$ cat src/rtl/registers_bank_mp_if.sv
// Bus interface for the multi-port register file. It carries the write ports,
// the read ports, the issue/scoreboard port and the conflict flag.
// The master modport belongs to the pipeline that drives the bank, and the slave
// modport belongs to the register file.
interface registers_bank_mp_if #(
  parameter int DATA_WIDTH = 32,
  parameter int ADDR_WIDTH = 5,
  parameter int NUM_READ   = 2
);
  // Write port A (ALU writeback)
  logic                             we_a;
  logic [ADDR_WIDTH-1:0]            sel_in_a;
  logic [DATA_WIDTH-1:0]            data_in_a;
  // Write port B (load / late writeback)
  logic                             we_b;
  logic [ADDR_WIDTH-1:0]            sel_in_b;
  logic [DATA_WIDTH-1:0]            data_in_b;
  // Read ports, packed with port i at slice i
  logic [NUM_READ*ADDR_WIDTH-1:0]   sel_out;
  logic [NUM_READ*DATA_WIDTH-1:0]   data_out;
  logic [NUM_READ-1:0]              busy_out;
  // Scoreboard issue port
  logic                             issue_valid;
  logic [ADDR_WIDTH-1:0]            issue_sel;
  // Same-index dual-write indicator
  logic                             write_conflict;

  modport master (
    output we_a, sel_in_a, data_in_a,
    output we_b, sel_in_b, data_in_b,
    output sel_out,
    input  data_out, busy_out,
    output issue_valid, issue_sel,
    input  write_conflict
  );

  modport slave (
    input  we_a, sel_in_a, data_in_a,
    input  we_b, sel_in_b, data_in_b,
    input  sel_out,
    output data_out, busy_out,
    input  issue_valid, issue_sel,
    output write_conflict
  );
endinterface

$ cat src/rtl/registers_bank_mp.sv
// Multi-port integer register file with a per-register busy scoreboard.
// It has NUM_READ combinational read ports and two write ports.
// When A and B write the same index, B wins and a conflict flag is raised for one cycle.
// The optional macro REGFILE_BYPASS_EN forwards same-cycle write data and busy
// clears to the read ports. Without it, reads only see the stored state.
module registers_bank_mp #(
  parameter int DATA_WIDTH = 32,
  parameter int ADDR_WIDTH = 5,
  parameter int NUM_READ   = 2,
  parameter int ZERO_REG   = 1
) (
  input  logic                  clock,
  input  logic                  reset,
  registers_bank_mp_if.slave    rf
);

  localparam int DEPTH = 1 << ADDR_WIDTH;

  // True when idx names the hardwired zero register
  function automatic logic is_zero_reg(input logic [ADDR_WIDTH-1:0] idx);
    return (ZERO_REG != 0) && (idx == '0);
  endfunction

  logic [DATA_WIDTH-1:0]          mem_q [DEPTH];
  logic [DATA_WIDTH-1:0]          mem_d [DEPTH];
  logic [DEPTH-1:0]               busy_q;
  logic [DEPTH-1:0]               busy_d;
  logic                           write_conflict_q;
  logic                           write_conflict_d;

  logic                           wr_a_en;
  logic                           wr_b_en;
  logic                           same_idx;
  logic                           issue_ok;

  logic [NUM_READ*DATA_WIDTH-1:0] data_out_w;
  logic [NUM_READ-1:0]            busy_out_w;
  logic [ADDR_WIDTH-1:0]          rd_idx;

  // Qualify write/issue requests (index 0 is inert when hardwired to zero)
  always_comb begin
    wr_a_en  = rf.we_a && !is_zero_reg(rf.sel_in_a);
    wr_b_en  = rf.we_b && !is_zero_reg(rf.sel_in_b);
    same_idx = (rf.sel_in_a == rf.sel_in_b);
    issue_ok = rf.issue_valid && !is_zero_reg(rf.issue_sel);
  end

  // Next array contents: port A is dropped when port B targets the same index
  always_comb begin
    mem_d = mem_q;
    if (wr_a_en && !(wr_b_en && same_idx)) begin
      mem_d[rf.sel_in_a] = rf.data_in_a;
    end
    if (wr_b_en) begin
      mem_d[rf.sel_in_b] = rf.data_in_b;
    end
  end

  // Next scoreboard: writebacks clear, a new issue sets and wins over a clear
  always_comb begin
    busy_d = busy_q;
    if (wr_a_en) begin
      busy_d[rf.sel_in_a] = 1'b0;
    end
    if (wr_b_en) begin
      busy_d[rf.sel_in_b] = 1'b0;
    end
    if (issue_ok) begin
      busy_d[rf.issue_sel] = 1'b1;
    end
  end

  // Conflict flag for the cycle after a same-index dual write
  always_comb begin
    write_conflict_d = wr_a_en && wr_b_en && same_idx;
  end

  // State registers, cleared immediately by reset
  always_ff @(posedge clock or posedge reset) begin
    if (reset) begin
      for (int r = 0; r < DEPTH; r++) begin
        mem_q[r] <= '0;
      end
      busy_q           <= '0;
      write_conflict_q <= 1'b0;
    end else begin
      for (int r = 0; r < DEPTH; r++) begin
        mem_q[r] <= mem_d[r];
      end
      busy_q           <= busy_d;
      write_conflict_q <= write_conflict_d;
    end
  end

  // Combinational read ports with optional same-cycle write forwarding
  always_comb begin
    data_out_w = '0;
    busy_out_w = '0;
    rd_idx     = '0;
    for (int i = 0; i < NUM_READ; i++) begin
      rd_idx = rf.sel_out[i*ADDR_WIDTH +: ADDR_WIDTH];
      if (is_zero_reg(rd_idx)) begin
        data_out_w[i*DATA_WIDTH +: DATA_WIDTH] = '0;
        busy_out_w[i]                          = 1'b0;
      end else begin
        data_out_w[i*DATA_WIDTH +: DATA_WIDTH] = mem_q[rd_idx];
        busy_out_w[i]                          = busy_q[rd_idx];
`ifdef REGFILE_BYPASS_EN
        if (wr_b_en && (rf.sel_in_b == rd_idx)) begin
          data_out_w[i*DATA_WIDTH +: DATA_WIDTH] = rf.data_in_b;
          busy_out_w[i] = issue_ok && (rf.issue_sel == rd_idx);
        end else if (wr_a_en && (rf.sel_in_a == rd_idx)) begin
          data_out_w[i*DATA_WIDTH +: DATA_WIDTH] = rf.data_in_a;
          busy_out_w[i] = issue_ok && (rf.issue_sel == rd_idx);
        end
`else
        // Stored state only; new data and busy clears appear after the edge
`endif
      end
    end
  end

  assign rf.data_out       = data_out_w;
  assign rf.busy_out       = busy_out_w;
  assign rf.write_conflict = write_conflict_q;

endmodule
$ cat src/flat_wrapper.sv
// flat-port wrapper written by rule: the top's interface ports become plain ports
module registers_bank_mp_flat 
#(
  parameter int DATA_WIDTH = 32,
  parameter int ADDR_WIDTH = 5,
  parameter int NUM_READ   = 2,
  parameter int ZERO_REG   = 1
)
  (clock, reset, rf_we_a, rf_sel_in_a, rf_data_in_a, rf_we_b, rf_sel_in_b, rf_data_in_b, rf_sel_out, rf_data_out, rf_busy_out, rf_issue_valid, rf_issue_sel, rf_write_conflict);
  registers_bank_mp_if #(.DATA_WIDTH(DATA_WIDTH), .ADDR_WIDTH(ADDR_WIDTH), .NUM_READ(NUM_READ)) rf_i ();
  input  logic clock;
  input  logic reset;
  input wire logic [$bits(rf_i.we_a)-1:0] rf_we_a;
  input wire logic [$bits(rf_i.sel_in_a)-1:0] rf_sel_in_a;
  input wire logic [$bits(rf_i.data_in_a)-1:0] rf_data_in_a;
  input wire logic [$bits(rf_i.we_b)-1:0] rf_we_b;
  input wire logic [$bits(rf_i.sel_in_b)-1:0] rf_sel_in_b;
  input wire logic [$bits(rf_i.data_in_b)-1:0] rf_data_in_b;
  input wire logic [$bits(rf_i.sel_out)-1:0] rf_sel_out;
  output wire logic [$bits(rf_i.data_out)-1:0] rf_data_out;
  output wire logic [$bits(rf_i.busy_out)-1:0] rf_busy_out;
  input wire logic [$bits(rf_i.issue_valid)-1:0] rf_issue_valid;
  input wire logic [$bits(rf_i.issue_sel)-1:0] rf_issue_sel;
  output wire logic [$bits(rf_i.write_conflict)-1:0] rf_write_conflict;
  assign rf_i.we_a = rf_we_a;
  assign rf_i.sel_in_a = rf_sel_in_a;
  assign rf_i.data_in_a = rf_data_in_a;
  assign rf_i.we_b = rf_we_b;
  assign rf_i.sel_in_b = rf_sel_in_b;
  assign rf_i.data_in_b = rf_data_in_b;
  assign rf_i.sel_out = rf_sel_out;
  assign rf_data_out = rf_i.data_out;
  assign rf_busy_out = rf_i.busy_out;
  assign rf_i.issue_valid = rf_issue_valid;
  assign rf_i.issue_sel = rf_issue_sel;
  assign rf_write_conflict = rf_i.write_conflict;
  registers_bank_mp #(.DATA_WIDTH(DATA_WIDTH), .ADDR_WIDTH(ADDR_WIDTH), .NUM_READ(NUM_READ), .ZERO_REG(ZERO_REG)) u_core (.clock(clock), .reset(reset), .rf(rf_i));
endmodule
$ cat config.mk
export PLATFORM = sky130hd
export DESIGN_NAME = registers_bank_mp_flat
export DESIGN_NICKNAME = d
export VERILOG_FILES = /design/src/rtl/registers_bank_mp_if.sv /design/src/rtl/registers_bank_mp.sv /design/src/flat_wrapper.sv
export SDC_FILE = /design/constraint.sdc
export NUM_CORES = 2
export LEC_CHECK = 0
export CAP_MARGIN = 20
export CORE_MARGIN = 2
export CORE_UTILIZATION = 55
export CTS_BUF_LIST = sky130_fd_sc_hd__clkbuf_4 sky130_fd_sc_hd__clkbuf_8
export CTS_CLUSTER_SIZE = 25
export DETAILED_ROUTE_END_ITERATION = 10
export GPL_TIMING_DRIVEN = 0
export PLACE_DENSITY = 0.72
export SYNTH_ARGS = -nofsm -noshare
export SYNTH_HDL_FRONTEND = slang
export SYNTH_SLANG_ARGS = --single-unit
$ cat constraint.sdc
create_clock -name clock -period 38.2 [get_ports clock]
set_input_delay 5.73 -clock clock [delete_from_list [all_inputs] [get_ports clock]]
set_output_delay 5.73 -clock clock [all_outputs]
set_load 0.02 [all_outputs]
==> flow_metrics.tcl <==
set metrics [dict create \
    status "finished with violations" \
    violations "DRC, slew limit" \
    place.port_buffers 150 \
    cts_root_buffer "clkbuf_8" \
    syn_area_um2 65240 \
    cp_max_fo 10 \
    worst_pin_slew_ns 1.504 \
    synth_warnings 0 \
    hold_class "register to register" \
    seq_area_frac_synth 0.4054 \
    yosys-top-cells-area "dfrtp_1, mux4_2, nand2_1, a31oi_1, nor2_1" \
    drive_above_1_share 0.1386 \
    worstPathArrival_ns 11.32 \
    coreArea_um2 117900 \
    final_cell_mix "nand2_1, dfrtp_1, nor2_1, a31oi_1, clkbuf_1" \
    drt_iter0_markers 11170 \
    post_drt_wl_per_cell_um 35.11 \
    synth_edf_count 0 \
    grt_max_degree 130 \
    synthArstFlopShare 1.000 \
    cts_sinks 1057 \
    syn_to_final_growth_pct 12.54 \
    p_sw_frac 0.3691 \
    synth_cell_types 50 \
    min_path_cells 1 \
    drtAntennaViolNets 0 \
    pwr_density_cell_nw_per_um2 54.09 \
    place.gp.congestion 1.135 \
    grt_pass1_wl_mm 463.5 \
    final_cells 9486 \
    antenna_found_initial 27 \
    power.switching_w 0.001466 \
    cap_violations 0 \
    p_leak_nw 31.18 \
    ys.flop_type "dfrtp_1" \
    dp_hpwl_mm 259.8 \
    cts_setup_buffers 0 \
    intPower_w 0.002505 \
    final_common_cell "nand2_1" \
    path_class "input port to output pin" \
    fin_crit_ns 17.05 \
    fp.dieH_um 348.4 \
    routed_wl_mm 333.1 \
    slew_headroom -0.002719 \
    vias_per_cell 6.967 \
    grt_use_total 0.5442 \
    finalCritPeriodShare 0.4463 \
    grt_pass1_vias 63270 \
    rr_worst_depth 2 \
    hold_violations 0 \
    ir_worst_vdd_mv 0.04478 \
    cts_buffers 182 \
    dp.cells 9136 \
    tns_ns 0 \
    p_clk_frac 0.282 \
    cts_resized 0 \
    vias 66090 \
    power_frac_comb 0.277 \
    synth_nets 7504 \
    cts.hold.buffers_added 0 \
    max_freq_mhz 58.66 \
    h-tree-depth 4 \
    nNetsFinal 7890 \
    clk_pin_slew_ns 0.06 \
    io_pins 161 \
    die_area_um2 121400 \
    setup_viol 0 \
    crit_path_end_kind "output pin" \
    drc 3 \
    syn_area_per_cell_um2 8.805 \
    start_util 0.5533 \
    worstSkewPairLatency_ns 0.95 \
    cp.required_ns 32.47 \
    die_x_um 348.4 \
    setup.worst_path.start_class "input port" \
    placementRows 126 \
    synthCells 7410 \
    cts_tree "done" \
    synth-seq-cells 1057 \
    seqPwrFrac 0.441 \
    clockBufferDepth 3 \
    synth.largest_area_cell "dfrtp_1" \
    slew_viol_final 1 \
    dr.pass1.iters 11 \
    p_total_w 0.003971 \
    grt_overflow 0 \
    fin_skew_ns 0 \
    synth_top_area_share 0.4054 \
    rsz0062_at_grt "false" \
]
## per-layer routing
layer	track usage	vias to the layer above	routed length [um]	part of all wire
li1	-	26990	-	-
met1	0.6474	31720	112500	0.34
met2	0.7503	5736	134300	0.40
met3	0.2418	1628	50940	0.15
met4	0.4637	14	35270	0.11
met5	0	-	122	0.00037
## registers in the layout, indices dropped and copies added (netlist names)
register                  cells
u_core.mem_q               1024
u_core.busy_q                32
u_core.rf.write_conflict      1
## layout make-up
cell class | count | area (um^2)
Buffer | 867 | 3739
Antenna cell | 29 | 72.57
Clock buffer | 279 | 3496
Timing Repair Buffer | 202 | 2365
Sequential cell | 1057 | 26450
Tap cell | 1536 | 1922
Multi-Input combinational cell | 5485 | 35090
Fill cell | 10170 | 44500
Inverter | 1 | 11.26
Clock inverter | 30 | 281.5
## power by group through the flow
stage          Clock (W)  Sequential (W)  Combinational (W)
3_5_place_dp           0         0.00172            0.00104
2_1_floorplan          0         0.00159           0.000730
4_1_cts          0.00111         0.00171            0.00104
6_report         0.00112         0.00175            0.00110
5_1_grt          0.00116         0.00175            0.00115
3_3_place_gp           0         0.00171            0.00100
## cell usage after synthesis (all sizes together), types with 2 or more instances
library cell  instances
a211oi               77
a21o                 19
a21oi                92
a221oi               43
a22oi                26
a31oi              1015
a32o                 15
and2                  5
and4                  2
and4b                 3
buf                 213
clkbuf              654
dfrtp              1057
mux2                 89
mux2i               277
mux4                411
nand2              2143
nand2b               10
nand3                 7
nand4                21
nand4b                6
nor2               1032
nor2b                27
nor3                  6
nor3b                 2
nor4bb                3
o2111ai              15
o211ai               23
o21ai                46
o221ai               18
o22ai                33
o31ai                 5
or3                   2
xnor2                 5
## final timing paths
path	startpoint	to	slack (ns)
min	u_core.mem_q[992]$_DFF_PP0_	u_core.mem_q[992]$_DFF_PP0_	0.48
min in group asynchronous	reset	u_core.mem_q[895]$_DFF_PP0_	5.34
max	rf_sel_out[1]	rf_data_out[11]	21.15
max in group asynchronous	reset	u_core.mem_q[230]$_DFF_PP0_	30.54
min reg2reg	u_core.mem_q[992]$_DFF_PP0_	u_core.mem_q[992]$_DFF_PP0_	0.48
max reg2reg	u_core.mem_q[368]$_DFF_PP0_	u_core.mem_q[368]$_DFF_PP0_	37.34
## per-stage QoR
stage               setup WS (ns)  hold slack, ns  area [um^2]    util
floorplan                   2.718          0.4413        65240       -
CTS                         21.93          0.4818        73220  0.6209
finish                      21.15          0.4818        73430  0.6227
global placement           -10.53          0.4562        68670  0.5823
global route                21.52          0.5000        73370  0.6222
detailed placement          21.94          0.4685        69450  0.5889
## worst max-delay path, cell delays in order
cell	delay, ns
buf_2	0.40
buf_2	0.70
clkbuf_1	0.75
nand2_1	0.61
clkbuf_2	0.71
o2111ai_1	0.51
a31oi_1	0.25
a211oi_1	0.85
clkdlybuf4s50_1	0.75
## kinds of logic after synthesis
kind of cell,share of synthesized area
and+or+nand+nor,0.1927
AOI/OAI and AO/OA,0.1445
DFF,0.4054
buffers and inverters,0.05698
muxes,0.1997
xor gates and xnor gates,0.0006712
Power figures use the tool's default switching activity.
